--- src/rtl/tl_pkg.sv ---
`default_nettype none
// ============================================================================
// Package     : tl_pkg
// Description : Encodings shared by the traffic-light controller and its
//               upstream stages: secondary-road light states, the sensor
//               debounce FSM states and the queue-count limits.
// Ports       : none (package)
// Revision    : 1.0  initial release
// ============================================================================
package tl_pkg;

  // Light state as driven on SR_ctl by smart_tl_ctl
  localparam logic [1:0] LIGHT_DARK   = 2'b00;
  localparam logic [1:0] LIGHT_RED    = 2'b01;
  localparam logic [1:0] LIGHT_YELLOW = 2'b10;
  localparam logic [1:0] LIGHT_GREEN  = 2'b11;

  // Loop-sensor debounce states
  typedef enum logic [1:0] {
    IDLE      = 2'b00,
    ARMING    = 2'b01,
    OCCUPIED  = 2'b10,
    RELEASING = 2'b11
  } db_state_t;

  // Queue count is an unsigned saturating byte
  localparam int         COUNT_W   = 8;
  localparam logic [7:0] COUNT_MAX = 8'hFF;

endpackage : tl_pkg
`default_nettype wire

--- src/rtl/sr_car_counter_if.sv ---
`default_nettype none
// ============================================================================
// Interface   : sr_car_counter_if
// Description : Sensor/light inputs and count/status outputs of the
//               secondary-road car counter.
// Signals     : arr_sensor   raw loop detector (async, high = car present)
//               SR_ctl       secondary light state fed back from smart_tl_ctl
//               cars_waiting queued car count
//               arr_pulse    one-cycle pulse per accepted arrival
//               dep_pulse    one-cycle pulse per departure
//               overflow     sticky lost-arrival flag
// Modports    : master drives the sensor and light, slave is the counter.
// Revision    : 1.0  initial release
// ============================================================================
interface sr_car_counter_if;
  import tl_pkg::*;

  logic               arr_sensor;
  logic [1:0]         SR_ctl;
  logic [COUNT_W-1:0] cars_waiting;
  logic               arr_pulse;
  logic               dep_pulse;
  logic               overflow;

  modport master (
    output arr_sensor,
    output SR_ctl,
    input  cars_waiting,
    input  arr_pulse,
    input  dep_pulse,
    input  overflow
  );

  modport slave (
    input  arr_sensor,
    input  SR_ctl,
    output cars_waiting,
    output arr_pulse,
    output dep_pulse,
    output overflow
  );

endinterface : sr_car_counter_if
`default_nettype wire

--- src/rtl/sensor_debounce.sv ---
`default_nettype none
// ============================================================================
// Module      : sensor_debounce
// Description : Two-flop synchroniser on the raw loop sensor followed by a
//               debounce FSM. Emits a single-cycle arrival event when a car
//               has been present for DEBOUNCE_CYCLES synchronised samples.
// Ports       : clk        system clock
//               rst        synchronous active-high reset
//               sensor_raw asynchronous loop detector input
//               arr_evt    single-cycle arrival event (combinational from
//                          FSM state, so the consumer registers it directly)
// Revision    : 1.0  initial release
// ============================================================================
module sensor_debounce
  import tl_pkg::*;
#(
  parameter int DEBOUNCE_CYCLES = 4
) (
  input  wire logic clk,
  input  wire logic rst,
  input  wire logic sensor_raw,
  output logic      arr_evt
);

  localparam int                DCNT_W    = $clog2(DEBOUNCE_CYCLES);
  localparam logic [DCNT_W-1:0] DCNT_LAST = DCNT_W'(DEBOUNCE_CYCLES - 1);
  localparam logic [DCNT_W-1:0] DCNT_ONE  = DCNT_W'(1);

  logic              r_sync1;
  logic              r_sync2;
  db_state_t         r_state;
  logic [DCNT_W-1:0] r_dcnt;
  logic              w_s;

  assign w_s = r_sync2;

  // The arrival is recognised on the same edge that moves ARMING->OCCUPIED;
  // exposing it combinationally keeps the count update at D+2 edges latency.
  assign arr_evt = (r_state == ARMING) && w_s && (r_dcnt == DCNT_LAST);

  always_ff @(posedge clk) begin
    if (rst) begin
      r_sync1 <= 1'b0;
      r_sync2 <= 1'b0;
      r_state <= IDLE;
      r_dcnt  <= '0;
    end else begin
      r_sync1 <= sensor_raw;
      r_sync2 <= r_sync1;
      case (r_state)
        IDLE: begin
          if (w_s) begin
            r_state <= ARMING;
            r_dcnt  <= DCNT_ONE;
          end
        end
        ARMING: begin
          if (!w_s) begin
            r_state <= IDLE;
          end else if (r_dcnt == DCNT_LAST) begin
            r_state <= OCCUPIED;
          end else begin
            r_dcnt <= r_dcnt + DCNT_ONE;
          end
        end
        OCCUPIED: begin
          if (!w_s) begin
            r_state <= RELEASING;
            r_dcnt  <= DCNT_ONE;
          end
        end
        RELEASING: begin
          // A car reappearing before the release completes is the same car
          if (w_s) begin
            r_state <= OCCUPIED;
          end else if (r_dcnt == DCNT_LAST) begin
            r_state <= IDLE;
          end else begin
            r_dcnt <= r_dcnt + DCNT_ONE;
          end
        end
        default: r_state <= IDLE;
      endcase
    end
  end

endmodule : sensor_debounce
`default_nettype wire

--- src/rtl/sr_car_counter.sv ---
`default_nettype none
// ============================================================================
// Module      : sr_car_counter
// Description : Counts cars queued at the secondary-road light. Arrivals come
//               from a debounced loop sensor; departures occur every
//               DEPART_CYCLES consecutive green cycles. The count saturates
//               at 255 and a lost arrival sets a sticky overflow flag.
// Ports       : clk  system clock
//               rst  synchronous active-high reset
//               bus  sr_car_counter_if.slave (arr_sensor, SR_ctl in;
//                    cars_waiting, arr_pulse, dep_pulse, overflow out)
// Revision    : 1.0  initial release
// ============================================================================
module sr_car_counter
  import tl_pkg::*;
#(
  parameter int DEBOUNCE_CYCLES = 4,
  parameter int DEPART_CYCLES   = 2
) (
  input  wire logic      clk,
  input  wire logic      rst,
  sr_car_counter_if.slave bus
);

  localparam int                TCNT_W    = (DEPART_CYCLES > 1) ? $clog2(DEPART_CYCLES) : 1;
  localparam logic [TCNT_W-1:0] TCNT_LAST = TCNT_W'(DEPART_CYCLES - 1);
  localparam logic [TCNT_W-1:0] TCNT_ONE  = TCNT_W'(1);

  logic               w_arr_evt;
  logic               w_green;
  logic               w_dep_evt;
  logic               w_dep_ok;
  logic [TCNT_W-1:0]  r_tcnt;
  logic [COUNT_W-1:0] r_count;
  logic               r_arr_pulse;
  logic               r_dep_pulse;
  logic               r_overflow;

  sensor_debounce #(
    .DEBOUNCE_CYCLES (DEBOUNCE_CYCLES)
  ) u_sensor_debounce (
    .clk        (clk),
    .rst        (rst),
    .sensor_raw (bus.arr_sensor),
    .arr_evt    (w_arr_evt)
  );

  assign w_green   = (bus.SR_ctl == LIGHT_GREEN);
  assign w_dep_evt = w_green && (r_tcnt == TCNT_LAST);
  // An empty queue cannot release a car, even if an arrival lands this edge
  assign w_dep_ok  = w_dep_evt && (r_count != '0);

  always_ff @(posedge clk) begin
    if (rst) begin
      r_tcnt      <= '0;
      r_count     <= '0;
      r_arr_pulse <= 1'b0;
      r_dep_pulse <= 1'b0;
      r_overflow  <= 1'b0;
    end else begin
      // Any non-green cycle restarts the pacing interval
      if (!w_green || w_dep_evt) begin
        r_tcnt <= '0;
      end else begin
        r_tcnt <= r_tcnt + TCNT_ONE;
      end

      r_arr_pulse <= w_arr_evt;
      r_dep_pulse <= w_dep_ok;

      // Arrival with a granted departure cancels out, including at 255,
      // so overflow is only raised by an unmatched arrival at the ceiling.
      if (w_arr_evt && !w_dep_ok) begin
        if (r_count == COUNT_MAX) begin
          r_overflow <= 1'b1;
        end else begin
          r_count <= r_count + 1'b1;
        end
      end else if (!w_arr_evt && w_dep_ok) begin
        r_count <= r_count - 1'b1;
      end
    end
  end

  assign bus.cars_waiting = r_count;
  assign bus.arr_pulse    = r_arr_pulse;
  assign bus.dep_pulse    = r_dep_pulse;
  assign bus.overflow     = r_overflow;

endmodule : sr_car_counter
`default_nettype wire

--- src/flat_wrapper.sv ---
// flat-port wrapper written by rule: the top's interface ports become plain ports
module sr_car_counter_flat import tl_pkg::*;
#(
  parameter int DEBOUNCE_CYCLES = 4,
  parameter int DEPART_CYCLES   = 2
)
  (clk, rst, bus_arr_sensor, bus_SR_ctl, bus_cars_waiting, bus_arr_pulse, bus_dep_pulse, bus_overflow);
  sr_car_counter_if bus_i ();
  input  wire logic clk;
  input  wire logic rst;
  input wire logic [$bits(bus_i.arr_sensor)-1:0] bus_arr_sensor;
  input wire logic [$bits(bus_i.SR_ctl)-1:0] bus_SR_ctl;
  output wire logic [$bits(bus_i.cars_waiting)-1:0] bus_cars_waiting;
  output wire logic [$bits(bus_i.arr_pulse)-1:0] bus_arr_pulse;
  output wire logic [$bits(bus_i.dep_pulse)-1:0] bus_dep_pulse;
  output wire logic [$bits(bus_i.overflow)-1:0] bus_overflow;
  assign bus_i.arr_sensor = bus_arr_sensor;
  assign bus_i.SR_ctl = bus_SR_ctl;
  assign bus_cars_waiting = bus_i.cars_waiting;
  assign bus_arr_pulse = bus_i.arr_pulse;
  assign bus_dep_pulse = bus_i.dep_pulse;
  assign bus_overflow = bus_i.overflow;
  sr_car_counter #(.DEBOUNCE_CYCLES(DEBOUNCE_CYCLES), .DEPART_CYCLES(DEPART_CYCLES)) u_core (.clk(clk), .rst(rst), .bus(bus_i));
endmodule
--- config.mk ---
export PLATFORM = sky130hd
export DESIGN_NAME = sr_car_counter_flat
export DESIGN_NICKNAME = d
export VERILOG_FILES = /design/src/rtl/tl_pkg.sv /design/src/rtl/sr_car_counter_if.sv /design/src/rtl/sensor_debounce.sv /design/src/rtl/sr_car_counter.sv /design/src/flat_wrapper.sv
export SDC_FILE = /design/constraint.sdc
export NUM_CORES = 1
export LEC_CHECK = 0
export BUFFER_PORTS_ARGS = -buffer_cell sky130_fd_sc_hd__buf_2
export CELL_PAD_IN_SITES_DETAIL_PLACEMENT = 0
export CELL_PAD_IN_SITES_GLOBAL_PLACEMENT = 1
export CORE_MARGIN = 3
export CORE_UTILIZATION = 25
export CTS_CLUSTER_SIZE = 30
export DETAILED_ROUTE_END_ITERATION = 10
export GPL_TIMING_DRIVEN = 1
export HOLD_SLACK_MARGIN = 0.08
export PLACE_DENSITY_LB_ADDON = 0.1
export SYNTH_ARGS = -nofsm -noshare
export SYNTH_HDL_FRONTEND = slang
export SYNTH_HIERARCHICAL = 1
export SYNTH_SLANG_ARGS = --single-unit
--- constraint.sdc ---
create_clock -name clk -period 3 [get_ports clk]
set_clock_uncertainty 0.2 [all_clocks]
set_input_delay 0.6 -clock clk [delete_from_list [all_inputs] [get_ports clk]]
set_output_delay 0.6 -clock clk [all_outputs]
set_load 0.1 [all_outputs]
# Yosys cells after proc, flatten, opt, wreduce, memory -nomap -nowiden
# Index checks and enable logic that the tools add are counted.
# totals
reg_bits,18
out_inout_bits,11
# op_classes
mux,15
n_reduce_logical,18
eq_ne,13
n_addsub,4
# ops
cell,n
8-bit two-way mux,3
2-bit two-way mux,10
2-bit one-hot mux with 4 select lines,2
"2-bit != test, second input constant",5
"8-bit by 1-bit adder with 8-bit output, second input constant",1
"2-bit equality test, second input constant",4
"8-bit equality test, second input constant",1
4-bit AND reduction,2
8-bit nonzero test,1
"8-bit by 1-bit subtractor with 8-bit output, second input constant",1
1-bit logical AND,6
2-bit AND reduction,2
1-bit logical NOT,3
"3-bit by 2-bit != test with 1-bit output, second input constant",1
"3-bit != test, second input constant",1
"2-bit by 1-bit adder with 2-bit output, second input constant",1
"2-bit by 1-bit equality test with 1-bit output, second input constant",1
2-bit logical NOT,1
2-bit nonzero test,1
2-bit OR reduction,1
"1-bit adder, second input constant",1
1-bit logical OR,1

# Logic depth before layout (Yosys ltp)
# logic_depth
depth_word,7
depth_mapped,10

# By module
# Netlist, hierarchy kept.
# modules_own_cells
module,area_per_inst_um2,instances,seq_area_each_um2,cells_per_inst
sr_car_counter,745.7,1,240.2,85
sensor_debounce,240.2,1,120.1,24

# Worst setup path before layout
# OpenSTA, ideal clock, no wires.
# synth_timing
path_type,reg2reg
from,"register u_core.r_count[0], in the netlist u_core/bus.cars_waiting[0]"
to,"register u_core.r_count[7], in the netlist u_core/bus.cars_waiting[7]"
setup_ns,0.121
stages_incl_launch_ff,10
n_path_buf,0
path_slack_ns,-0.600
t_required_ns,2.679
period_less_slack_ns,3.600
arrival_ns,3.278
path_cell_list,dfxtp_1 > nor4_1 > a211o_1 > nand2_1 > ha_1 > a21oi_1 > a211oi_1 > or4_1 > o31a_1 > mux2_4
# synth_via
elab_chain_cells,6
# synth_lines
element,line,rtl
"start, declared",sr_car_counter.sv:34,logic [COUNT_W-1:0] r_count;
"start signal, assigned",sr_car_counter.sv:77,r_count <= r_count + 1'b1;
"start signal, assigned",sr_car_counter.sv:80,r_count <= r_count - 1'b1;
branches (longest 6 deep; another with 8-bit by 1-bit subtractor with 8-bit output),n/a,
# Parallel ways; which one is timed is not known. The select of a mux whose other input is x is not followed.
# A chain may end at the register's enable or synchronous reset.

# Worst setup path after layout
# layout_timing
from,register u_core.u_sensor_debounce.r_dcnt[0]
to,"register u_core.r_count[7], in the netlist u_core/bus.cars_waiting[7]"
# layout_via
elab_chain_cells,6
# layout_lines
element,line,rtl
"start, declared",sensor_debounce.sv:32,logic [DCNT_W-1:0] r_dcnt;
"start signal, assigned",sensor_debounce.sv:63,r_dcnt <= r_dcnt + DCNT_ONE;
"start signal, assigned",sensor_debounce.sv:79,r_dcnt <= r_dcnt + DCNT_ONE;
2-bit equality test (*),sensor_debounce.sv:39,assign arr_evt = (r_state == ARMING) && w_s && (r_dcnt == DCNT_LAST);
1-bit logical AND (*),sensor_debounce.sv:39,
via u_core.w_arr_evt,sr_car_counter.sv:29,logic w_arr_evt;
1-bit logical NOT,sr_car_counter.sv:79,end else if (!w_arr_evt && w_dep_ok) begin
1-bit logical AND,sr_car_counter.sv:79,
2-bit nonzero test (no line),n/a,
2-bit AND reduction (no line),n/a,
# Mark *: on every way through the listed nets, which the timed path passes. The rest lies on a longest branch.

==> flow_summary_export.csv <==
group,metric,value,unit
die,fp-row-count,22,
placement,place_ws,-16.6,ps
flow_run,maxCapViolations,0,
synthesis,ys_warn_count,6,
drt,vias_per_cell,4.76,
sta,tightest_slew,490,ps
clock_network,cts_max_level,1,
synthesis,synthesis.nets,122,
synthesis,yosys.area.top_type,"dfxtp_1",
power,seq_power_share,56.2,%
setup_path,crit_top_cell,"ha_1",
layout,nets,151,
power,p_comb_share,2.9,%
synthesis,ys_types,33,
synthesis,yosysMostFrequentCell,"dfxtp_1",
placement,dp_hpwl,1750,um
power,fin_total_pwr,421,uW
clock_network,cts_root_buf,"clkbuf_8",
setup_path,path_class,"reg -> reg",
power,irDropWorstVdd,0.000119,V
sta,finalWorstSetupSlack,100,ps
min_path,hp-class,"reg -> reg",
layout,multi_input_area,691,sq um
synthesis,synth_cells,109,
grt,antenna_found_initial,0,
setup_path,path_delay_family,"simple AND/OR/NAND/NOR gates",
layout,drive_gt1_share,37.2,%
clock_network,numCtsBuffers,3,
synthesis,synth_area_leaders,"dfxtp_1, ha_1, mux2i_1",
sta,slew_headroom,67.6,%
setup_path,cp.arrival,2840,ps
clock_network,insertion_delay,250,ps
synthesis,synth_seq_cells,18,
die,core_area,3740,sq um
synthesis,synth_edf_count,0,
power,p_int,330,uW
setup_path,cp.required,2940,ps
grt,grt_pass1_wl,3640,um
layout,final_area,1350,sq um
placement,gp_congestion,0.798,
clock_network,clk_path_buf_depth,2,
drt,first_pass_iters,4,
synthesis,synth_top_area_share,36.5,%
synthesis,ys.flop_type,"dfxtp_1",
sta,slew_violations,0,
layout,area_delta_synth_final,36.7,%
die,die_area,4730,sq um
clock_network,holdBufCountCts,0,
sta,fin_crit_sh,96.7,%
drt,drc,0,
layout,num-fill-cells,412,
sta,min_period,2900,ps
grt,grt_pass1_vias,851,
synthesis,synth_common_cells,"dfxtp_1, nor2_1, nand2_1",
die,die_w,68.8,um
grt,gr-total-overflow,0,
sta,rsz0062_at_grt,"true",
grt,grt.total_usage,10.3,%
sta,setup-violations-final,0,
setup_path,path_max_fanout,8,
synthesis,async_reset_ff_share,0,%
die,num_io_pins,16,
drt,initialDrtViolationCount,18,
placement,dp.cells,179,
die,initial_core_util,26.3,%
power,swShare,21.5,%
synthesis,synth_area_per_cell,9.05,sq um
grt,grt_max_degree,21,
power,power_frac_clock,40.9,%
setup_path,crit_buf_inv,0,
layout,seqCellArea,390,sq um
sta,hold_viol_final,0,
layout,antennaDiodeCount,0,
setup_path,cp_slowest_stage_delay,470,ps
synthesis,ys_seq_area_share,36.5,%
layout,final_cell_count_no_fill,185,
sta,max_clock_freq,345,MHz
drt,ant_nets,0,
drt,drt_wl_total,2340,um
setup_path,crit_chain,"ha_1 > nand2_1 > nor3b_2 > nand2_2 > ha_1 > nand3_1 > a211oi_2 > or4_1 > o31a_1 > mux2_4",
setup_path,startpoint_type,"flop",
setup_path,critPathSlowestCell,"or4_1",
sta,finalSetupTns,0,ps
power,power.density_cell_area,312,nW/um^2
placement,place_area,1230,sq um
synthesis,syn_area,986,sq um
power,switchingPower,90.3,uW
power,p_leak,0.555,nW
status,outcome,"finished, final reports clean",
clock_network,cts.sinks,18,
drt,routedWlPerCell,12.6,um
drt,num_vias,881,
clock_network,clk_pin_slew_worst_paths,70,ps
placement,portBuffers,15,
die,die_y,68.8,um
clock_network,tritoncts,"done",
setup_path,end_kind,"flop",
==> logic make-up (layout without fill, tap and decap cells) <==
family / after synthesis / in the layout / share of synthesized area, %
buf+inv: 4 / 32 / 1.52
flops: 18 / 18 / 36.5
simple gates: 45 / 45 / 24.0
xor+xnor: 5 / 5 / 5.20
compound gates: 22 / 22 / 13.8
mux: 7 / 7 / 7.99
fa+ha+maj: 8 / 8 / 10.9
==> through the flow <==
stage	util, %	hold WS, ps
5_1_grt	36.0	248
2_1_floorplan	-	200
3_5_place_dp	32.8	220
6_report	36.0	227
3_3_place_gp	32.8	210
4_1_cts	34.0	230
==> registers in the layout, summed over array words and instances (netlist names), named ones only <==
register	flops
u_core/bus.arr_pulse	1
u_core/bus.cars_waiting	8
u_core/bus.dep_pulse	1
u_core/bus.overflow	1
u_core/r_tcnt	1
u_core/u_sensor_debounce/r_dcnt	2
u_core/u_sensor_debounce/r_state	1
u_core/u_sensor_debounce/r_sync1	1
u_core/u_sensor_debounce/r_sync2	1
==> repair_timing <==
item / in CTS / in global routing
setup endpoints to repair: 0 / 2
setup buffers: 0 / 2
gates resized for setup: 0 / 8
==> area by class of cell <==
cell class / count / share of cell area, %
tap: 48 / 4.46
clock buffer: 3 / 3.06
inverter: 3 / 0.836
multi-input combinational: 87 / 51.3
timing repair buffer: 25 / 11.1
sequential: 18 / 29.0
clock inverter: 1 / 0.279
==> path summary, 6_finish.rpt <==
check	from	endpoint	slack [ps]	depth (start not counted)
max	u_core/u_sensor_debounce/r_dcnt[0]$_SDFFE_PP0P_	u_core/bus.cars_waiting[7]$_SDFFE_PP0P_	100	10
min	u_core/r_tcnt$_SDFF_PP0_	u_core/r_tcnt$_SDFF_PP0_	230	1
max reg2reg	u_core/u_sensor_debounce/r_dcnt[0]$_SDFFE_PP0P_	u_core/bus.cars_waiting[7]$_SDFFE_PP0P_	100	10
min reg2reg	u_core/r_tcnt$_SDFF_PP0_	u_core/r_tcnt$_SDFF_PP0_	230	1
==> routing by layer <==
| layer | global-route usage, % | routed length, um |
|---|---|---|
| met1 | 11.9 | 1100 |
| met2 | 18.8 | 1160 |
| met3 | 1.46 | 47 |
| met4 | 4.38 | 22 |
| met5 | 0 | 0 |
==> power by group through the flow <==
| stage | Clock (mW) | Combinational (mW) | Sequential [mW] |
|---|---|---|---|
| 6_report | 0.172 | 0.0123 | 0.236 |
| 5_1_grt | 0.192 | 0.0145 | 0.237 |
| 4_1_cts | 0.184 | 0.0129 | 0.236 |
| 3_5_place_dp | 0 | 0.0128 | 0.242 |
| 3_3_place_gp | 0 | 0.0126 | 0.242 |
| 2_1_floorplan | 0 | 0.00686 | 0.241 |
==> placed cells by master, fill, tap and decap left out, types with 2 or more instances in the layout <==
master / instances
nor2b_1: 7
xnor2_1: 2
dfxtp_4: 8
nand3_1: 2
a21oi_1: 7
nand4_1: 3
buf_2: 15
inv_1: 3
a31oi_1: 2
ha_4: 3
o21ai_0: 5
nor3_1: 3
nand2_1: 8
dfxtp_1: 10
a211oi_2: 2
nor2_1: 11
buf_4: 10
xor2_1: 2
nor3b_1: 2
ha_1: 4
clkbuf_8: 3
mux2i_1: 5
Note: power is estimated with default switching activity, not from simulation.
